<file path="src/rtl/shake_pkg.sv">
// Shared SHAKE sponge definitions: default rate/word constants and the squeeze-stage state type.
package shake_pkg;

    localparam int SHAKE256_RATE = 1088;
    localparam int SHAKE_WORD    = 64;

    typedef enum logic [1:0] {
        ST_IDLE  = 2'd0,
        ST_FETCH = 2'd1,
        ST_EMIT  = 2'd2,
        ST_DONE  = 2'd3
    } squeeze_state_e;

endpackage

</file>
<file path="src/rtl/shake_squeeze_stream.sv">
// Streams an arbitrary-length SHAKE digest as WORD-bit words, pulling further
// squeeze blocks from the sponge core whenever a rate block runs out.
module shake_squeeze_stream
    import shake_pkg::*;
#(
    parameter int RATE  = SHAKE256_RATE,
    parameter int WORD  = SHAKE_WORD,
    parameter int MAX_L = 4096,
    parameter int LW    = $clog2(MAX_L + 1)
) (
    input  logic                       clk,
    input  logic                       reset,
    input  logic                       start,
    input  logic [LW-1:0]              out_len,
    input  logic                       blk_valid,
    output logic                       blk_ready,
    input  logic [RATE-1:0]            blk_data,
    output logic                       squeeze_req,
    output logic                       out_valid,
    input  logic                       out_ready,
    output logic [WORD-1:0]            out_data,
    output logic [$clog2(WORD+1)-1:0]  out_bits,
    output logic                       out_last,
    output logic                       busy,
    output logic                       done
);

    localparam int NW = RATE / WORD;
    localparam int IW = (NW > 1) ? $clog2(NW) : 1;
    localparam int BW = $clog2(WORD + 1);
    localparam logic [LW-1:0] MAX_LEN  = LW'(MAX_L);
    localparam logic [LW-1:0] WORD_LEN = LW'(WORD);
    localparam logic [IW-1:0] LAST_IDX = IW'(NW - 1);

    squeeze_state_e  state_q, state_d;
    logic [LW-1:0]   rem_q, rem_d;
    logic [IW-1:0]   idx_q, idx_d;
    logic [RATE-1:0] buf_q, buf_d;
    logic            sqz_q, sqz_d;

    logic [LW-1:0]   lenClamped;
    logic [BW-1:0]   wordBits;
    logic            lastWord;

    // Pick word idx out of the buffered block and zero everything above nbits.
    function automatic logic [WORD-1:0] select_word(input logic [RATE-1:0] blk,
                                                    input logic [IW-1:0]   idx,
                                                    input logic [BW-1:0]   nbits);
        logic [WORD-1:0] w;
        logic [WORD-1:0] mask;
        w = blk[int'(idx)*WORD +: WORD];
        for (int i = 0; i < WORD; i++) begin
            mask[i] = (i < int'(nbits));
        end
        return w & mask;
    endfunction

    assign lenClamped = (out_len > MAX_LEN) ? MAX_LEN : out_len;
    assign lastWord   = (rem_q <= WORD_LEN);
    assign wordBits   = lastWord ? BW'(rem_q) : BW'(WORD);

    always_comb begin
        state_d = state_q;
        rem_d   = rem_q;
        idx_d   = idx_q;
        buf_d   = buf_q;
        sqz_d   = 1'b0;
        case (state_q)
            ST_IDLE: begin
                if (start) begin
                    rem_d   = lenClamped;
                    state_d = (lenClamped == '0) ? ST_DONE : ST_FETCH;
                end
            end
            ST_FETCH: begin
                if (blk_valid) begin
                    buf_d   = blk_data;
                    idx_d   = '0;
                    state_d = ST_EMIT;
                end
            end
            ST_EMIT: begin
                if (out_ready) begin
                    rem_d = rem_q - LW'(wordBits);
                    if (lastWord) begin
                        state_d = ST_DONE;
                    end else if (idx_q == LAST_IDX) begin
                        // Block exhausted: idx stays put, FETCH reloads it to zero.
                        state_d = ST_FETCH;
                        sqz_d   = 1'b1;
                    end else begin
                        idx_d = idx_q + 1'b1;
                    end
                end
            end
            ST_DONE: begin
                state_d = ST_IDLE;
            end
            default: begin
                state_d = ST_IDLE;
            end
        endcase
    end

    always_ff @(posedge clk) begin
        if (!reset) begin
            state_q <= ST_IDLE;
            rem_q   <= '0;
            idx_q   <= '0;
            buf_q   <= '0;
            sqz_q   <= 1'b0;
        end else begin
            state_q <= state_d;
            rem_q   <= rem_d;
            idx_q   <= idx_d;
            buf_q   <= buf_d;
            sqz_q   <= sqz_d;
        end
    end

    assign blk_ready   = (state_q == ST_FETCH);
    assign out_valid   = (state_q == ST_EMIT);
    assign out_data    = out_valid ? select_word(buf_q, idx_q, wordBits) : '0;
    assign out_bits    = out_valid ? wordBits : '0;
    assign out_last    = out_valid && lastWord;
    assign squeeze_req = sqz_q;
    assign busy        = (state_q != ST_IDLE);
    assign done        = (state_q == ST_DONE);

endmodule

</file>
<file path="config.mk">
export PLATFORM = sky130hd
export DESIGN_NAME = shake_squeeze_stream
export DESIGN_NICKNAME = d
export VERILOG_FILES = /design/src/rtl/shake_pkg.sv /design/src/rtl/shake_squeeze_stream.sv
export SDC_FILE = /design/constraint.sdc
export NUM_CORES = 2
export LEC_CHECK = 0
export CAP_MARGIN = 0
export CORE_AREA = 2 2 465 467
export CTS_BUF_LIST = sky130_fd_sc_hd__clkbuf_2 sky130_fd_sc_hd__clkbuf_4 sky130_fd_sc_hd__clkbuf_8
export DETAILED_ROUTE_END_ITERATION = 10
export DIE_AREA = 0 0 467 469
export PLACE_DENSITY = 0.51
export SLEW_MARGIN = 25
export SYNTH_ARGS = -nofsm -noshare
export SYNTH_HDL_FRONTEND = slang
export SYNTH_SLANG_ARGS = --single-unit
</file>
<file path="constraint.sdc">
create_clock -name clk -period 2.9 [get_ports clk]
set_input_delay 0.58 -clock clk [delete_from_list [all_inputs] [get_ports clk]]
set_output_delay 0.58 -clock clk [all_outputs]
set_load 0.02 [all_outputs]
</file>
Word level (Yosys, flattened, before mapping)
Index checks and enable logic that the tools add are counted.

Add/subtract/negate cells: 2. $lt $le $gt $ge: 66. Bitwise gates (word level): 4. Shift operators: 1. Eq/ne operators: 10. Reduce and logical (&&, ||, !) cells: 11. Mux-type cells: 20.

Operator list (number): indexed part select 1088 x 12 -> 64 bit (1); less-than comparator 6 x 7 -> 1 bit, first input constant (32); less-than comparator 5 x 7 -> 1 bit, first input constant (16); bitwise AND 64 bit (1); two-way mux 64 bit (1); less-than comparator 4 x 7 -> 1 bit, first input constant (8); two-way mux 13 bit (3); less-than comparator 3 x 7 -> 1 bit, first input constant (4); case mux 13 bit (2 select lines) (1); two-way mux 5 bit (4); less-than comparator 1 x 7 -> 1 bit, first input constant (2); less-than comparator 2 x 7 -> 1 bit, first input constant (2); two-way mux 7 bit (2); > comparator 13 bit, second input constant (1); <= comparator 13 x 7 -> 1 bit, second input constant (1); zero test 13 bit (1); subtractor 13 x 7 -> 13 bit (1); two-way mux 2 bit (6); case mux 5 bit (2 select lines) (1); != test 2 bit, second input constant (4); case mux 2 bit (4 select lines) (1); nonzero test 2 bit (3); adder 5 x 1 -> 5 bit, second input constant (1); equality test 5 bit, second input constant (1); other kinds (13) (16).

Register bits: 1109.

Depth between registers and ports, before layout
Depth after elaboration: 6. Mapped depth: 11. Gate-level depth less buffers: 8.

Worst setup path after synthesis
No wires, ideal clock.

Path type: register to output. Start point: reg idx_q[0]. End point: out out_data[35]. Setup slack: -198 ps. Path buffers: 4. Cell stages (with the launch flop): 9. Arrival time: 2518 ps. Cells stage by stage: dfxtp_1 buf_4 nor4_4 and2_1 buf_2 buf_4 buf_6 a21oi_1 a2111oi_0.

Longest elaborated chain between the ends: 3.

RTL lines: start: declaration (line shake_squeeze_stream.sv:37) `logic [IW-1:0] idx_q, idx_d;`; start signal: assignment (line shake_squeeze_stream.sv:115) `idx_q <= idx_d;`; indexed part select 1088 x 12 -> 64 bit (line shake_squeeze_stream.sv:51) `w = blk[int'(idx)*WORD +: WORD];`; bitwise AND 64 bit (line shake_squeeze_stream.sv:55) `return w & mask;`; two-way mux 64 bit (line shake_squeeze_stream.sv:123) `assign out_data = out_valid ? select_word(buf_q, idx_q, wordBits) : '0;`; end: declaration (line shake_squeeze_stream.sv:21) `output logic [WORD-1:0] out_data,`.

No other way between the ends.

Worst setup path after layout
Start point: reg idx_q[0]. End point: out out_data[11].

The elaborated chain is that of the path after synthesis.

==> key figures <==
Power and ir drop
  • VDD IR max: 475 uV
  • Power per Cell Area: 555 nW/um^2
  • Leak: 24.9 nW

Global route
  • Top Usage Layer GRT: met2
  • Gr usage total: 0.234
  • Met1 usage: 0.304
  • Number of global-route vias before repair: 47.9k
  • Largest net degree at the start of global routing: 115
  • Remaining global-route overflow: 0
  • Initial antenna violation count: 74
  • Met3 usage: 0.0570
  • First-pass GRT wire length: 362000 microns
  • Met2 usage: 0.366

Die
  • Die Y: 469 microns
  • Die width: 467 microns
  • Initial Util: 0.223
  • Row count: 170
  • Io pins: 1183
  • Total die area: 219000 sq um
  • Core region area: 214000 sq um

Worst setup path
  • Slowest CP cell: mux4_2
  • Crit-path most repeated cell: buf_12
  • Register-to-Register Setup Slack: 330 ps
  • R2R cell count: 10
  • Max incr delay on CP: 630 ps
  • Crit. End Element: primary output
  • Worst setup SP type: flop
  • Critical path cell sequence: buf_12 > buf_16 > buf_4 > mux4_2 > nor2b_1 > a211oi_4 > nor4_4 > buf_12
  • CP max FO: 6
  • Critical path capture point: out_data[11]
  • WS Path Type: reg2out
  • Crit path DAT: 3450 ps
  • FF-to-FF End: idx_q[4]
  • RR Startpoint: idx_q[0]
  • CP required: 2320 ps
  • Critical path origin: idx_q[0]

Clock tree
  • # clock sinks: 1109
  • Clk_lat worst skew: 980 ps
  • Num CTS Buffers: 194
  • CTS tree: done
  • CTS H-tree depth: 4
  • Root Buffer: clkbuf_8
  • Reg clk slew, reported paths: 60 ps
  • Max Buffers Root-to-Sink: 3

STA
  • Final setup margin: -1130 ps
  • Final period utilization: 1.39
  • Setup tns final: -67520 ps
  • Final Hold Fails: 0
  • Highest Clock Rate: 0.248 GHz
  • Max_slew headroom: 0.198
  • Skew final: 38.0 ps
  • RSZ-0062 raised after global routing: yes
  • Final Max Slew Viols: 0
  • Final setup viols: 72
  • Worst-Margin Slew: 1200 ps
  • Crit path time final: 4030 ps

Synth
  • Avg Cell Area, Syn: 8.29 sq um
  • Fraction of registers with async set/reset: 0
  • Synth Net Count: 6848
  • Most used DFF post-synth: dfxtp_1
  • Number of synthesized flops with an enable pin: 0
  • Mapped Cells: 5738
  • Synth warn: 0
  • Post-synthesis cell area: 47600 sq um
  • Sequential area share after synthesis: 0.467
  • Netlist cell types: 69
  • Yosys reg bits: 1109

Run
  • Max Cap Viol: 0

Drt
  • DR WL/cell: 26.2 microns
  • ANT nets after route: 0
  • Drt initial violations: 4375
  • DR pass1 iterations: 6
  • Post-Route WL: 267000 microns
  • Routed vias: 48.9k
  • DRC errors left: 0
  • Vias per cell: 4.80

Hold path
  • Class of the worst hold path: in2reg

Cells and area
  • Register Area: 22200 sq um
  • Area of the multi-input gates: 25000 sq um
  • Post-Layout Inst Area: 73600 sq um
  • Nets: 8287
  • Non-filler cells, final: 10.2k
  • # fillers: 22.2k
  • Layout cell share with drive strength beyond 1: 0.200
  • P&R area growth vs syn: 54.7%

Placement
  • Final GP Congestion: 0.934
  • Cells after DPL: 9703
  • PortBufs: 1182
  • DP HPWL: 212000 microns
  • Post-DP Area: 65800 sq um

Outcome
  • Run status: finished with violations
  • Violations in the final reports: negative setup slack
## metrics by stage
step	util	worst slack [ps]	hold slack (ps)	power, mW
floorplan	-	47.4	432	20.0
global placement	0.307	-1640	438	24.7
detailed placement	0.308	-839	443	24.8
CTS	0.339	-1320	1.83	40.9
global route	0.344	-1250	74.2	42.4
finish	0.344	-1130	144	40.8
## layout by cell type, fill, tap and decap left out, drive strengths merged, types with 5 or more instances in the layout
| cell | netlist | layout |
|---|---|---|
| inv | 10 | 22 |
| a21oi | 1200 | 1200 |
| a2111oi | 13 | 13 |
| o21ai | 28 | 28 |
| o31ai | 8 | 8 |
| o21a | 5 | 5 |
| buf | 122 | 619 |
| a31oi | 9 | 9 |
| a211oi | 33 | 33 |
| nor2b | 30 | 30 |
| dfxtp | 1109 | 1109 |
| a221o | 6 | 6 |
| o2111ai | 10 | 10 |
| and2 | 13 | 13 |
| clkdlybuf4s50 | 0 | 1106 |
| diode | 0 | 35 |
| o22ai | 30 | 30 |
| a211o | 14 | 14 |
| nand3 | 14 | 14 |
| mux2 | 10 | 10 |
| nand2 | 2220 | 2220 |
| clkinv | 0 | 17 |
| mux2i | 60 | 60 |
| or4 | 11 | 11 |
| and3 | 8 | 8 |
| nor2 | 58 | 58 |
| nor4 | 21 | 21 |
| clkbuf | 374 | 318 |
| mux4 | 250 | 250 |
| nor3 | 11 | 11 |
## metal layers
layer | vias to the layer above | share of wire
met2 | 2179 | 0.45
met3 | 407 | 0.077
met5 | - | 0.00078
met4 | 32 | 0.042
met1 | 23826 | 0.43
li1 | 22456 | -
## worst min-delay path by stage
stage,from,endpoint,slack (ps),cells past startpoint
floorplan,buf_q[560],buf_q[560],430,2
global route,blk_data[397],buf_q[397],70,3
global placement,buf_q[128],buf_q[128],440,2
CTS,blk_data[340],buf_q[340],2,3
finish,blk_data[714],buf_q[714],140,3
detailed placement,buf_q[916],buf_q[916],440,2
## report_power, final
part	switching (mW)	internal [mW]	leakage, nW
Sequential	0.511	16.0	9.00
Combinational	4.62	4.09	13.7
Clock	7.06	8.51	2.21
## worst max-delay path, delay by kind of cell (launching register included)
kind                   cells  cell delay, ps
and+or+nand+nor            2             330
AOI/OAI and AO/OA          1             420
buffers and inverters      4             620
muxes                      1             630
DFF                        1             440
## synth_stat cells, drive strengths merged, types with 4 or more instances
master	count	area, sq um
mux2	10	113
o31ai	8	60.1
a21boi	4	30.0
ha	4	50.1
a211oi	33	248
nand2b	4	25.0
and2	13	81.3
o21a	5	37.5
and3	8	50.1
mux2i	60	601
o2111ai	10	87.6
mux4	250	5630
nor2	58	220
a21oi	1200	6010
nor2b	30	188
a221oi	4	35.0
a31oi	9	56.3
o22ai	30	188
clkbuf	374	1400
o21ai	28	140
dfxtp	1109	22200
a2111oi	13	120
nand3	14	70.1
a221o	6	60.1
nand2	2220	8330
inv	10	37.5
buf	122	667
a211o	14	123
nor4	21	153
or4	11	86.3
nor3	11	71.3
## area by class of cell
type                       instances  share of cell area
inverter                          10            0.000612
tap                             2838              0.0483
clock inverter                    34             0.00412
multi-input combinational       4123               0.339
timing repair buffer            1739               0.252
sequential                      1109               0.302
antenna                           35             0.00119
clock buffer                     309              0.0522
## cells by family after synthesis
logic type,Yosys count,synth area share
flip-flops,1109,0.467
buffers and inverters,506,0.0443
AND/OR/NAND/NOR,2407,0.198
AO/OA/AOI/OAI,1390,0.156
other,2,0.000158
adder cells (fa/ha/maj),4,0.00105
multiplexers,320,0.133
## sequential cells by signal, indices dropped and copies added (netlist names)
name	count
squeeze_req	1
idx_q	5
rem_q	13
buf_q	1088
state_q	2
## timing repair
action,4_1_cts,5_1_grt
hold buffers,2,0
setup buffers,76,51
cloned,8,4
endpoints found under the hold margin,2,0
setup endpoints to repair,75,72
pin swaps,51,56
resized for setup,416,157
No activity file was read; power rests on OpenSTA's default activity.
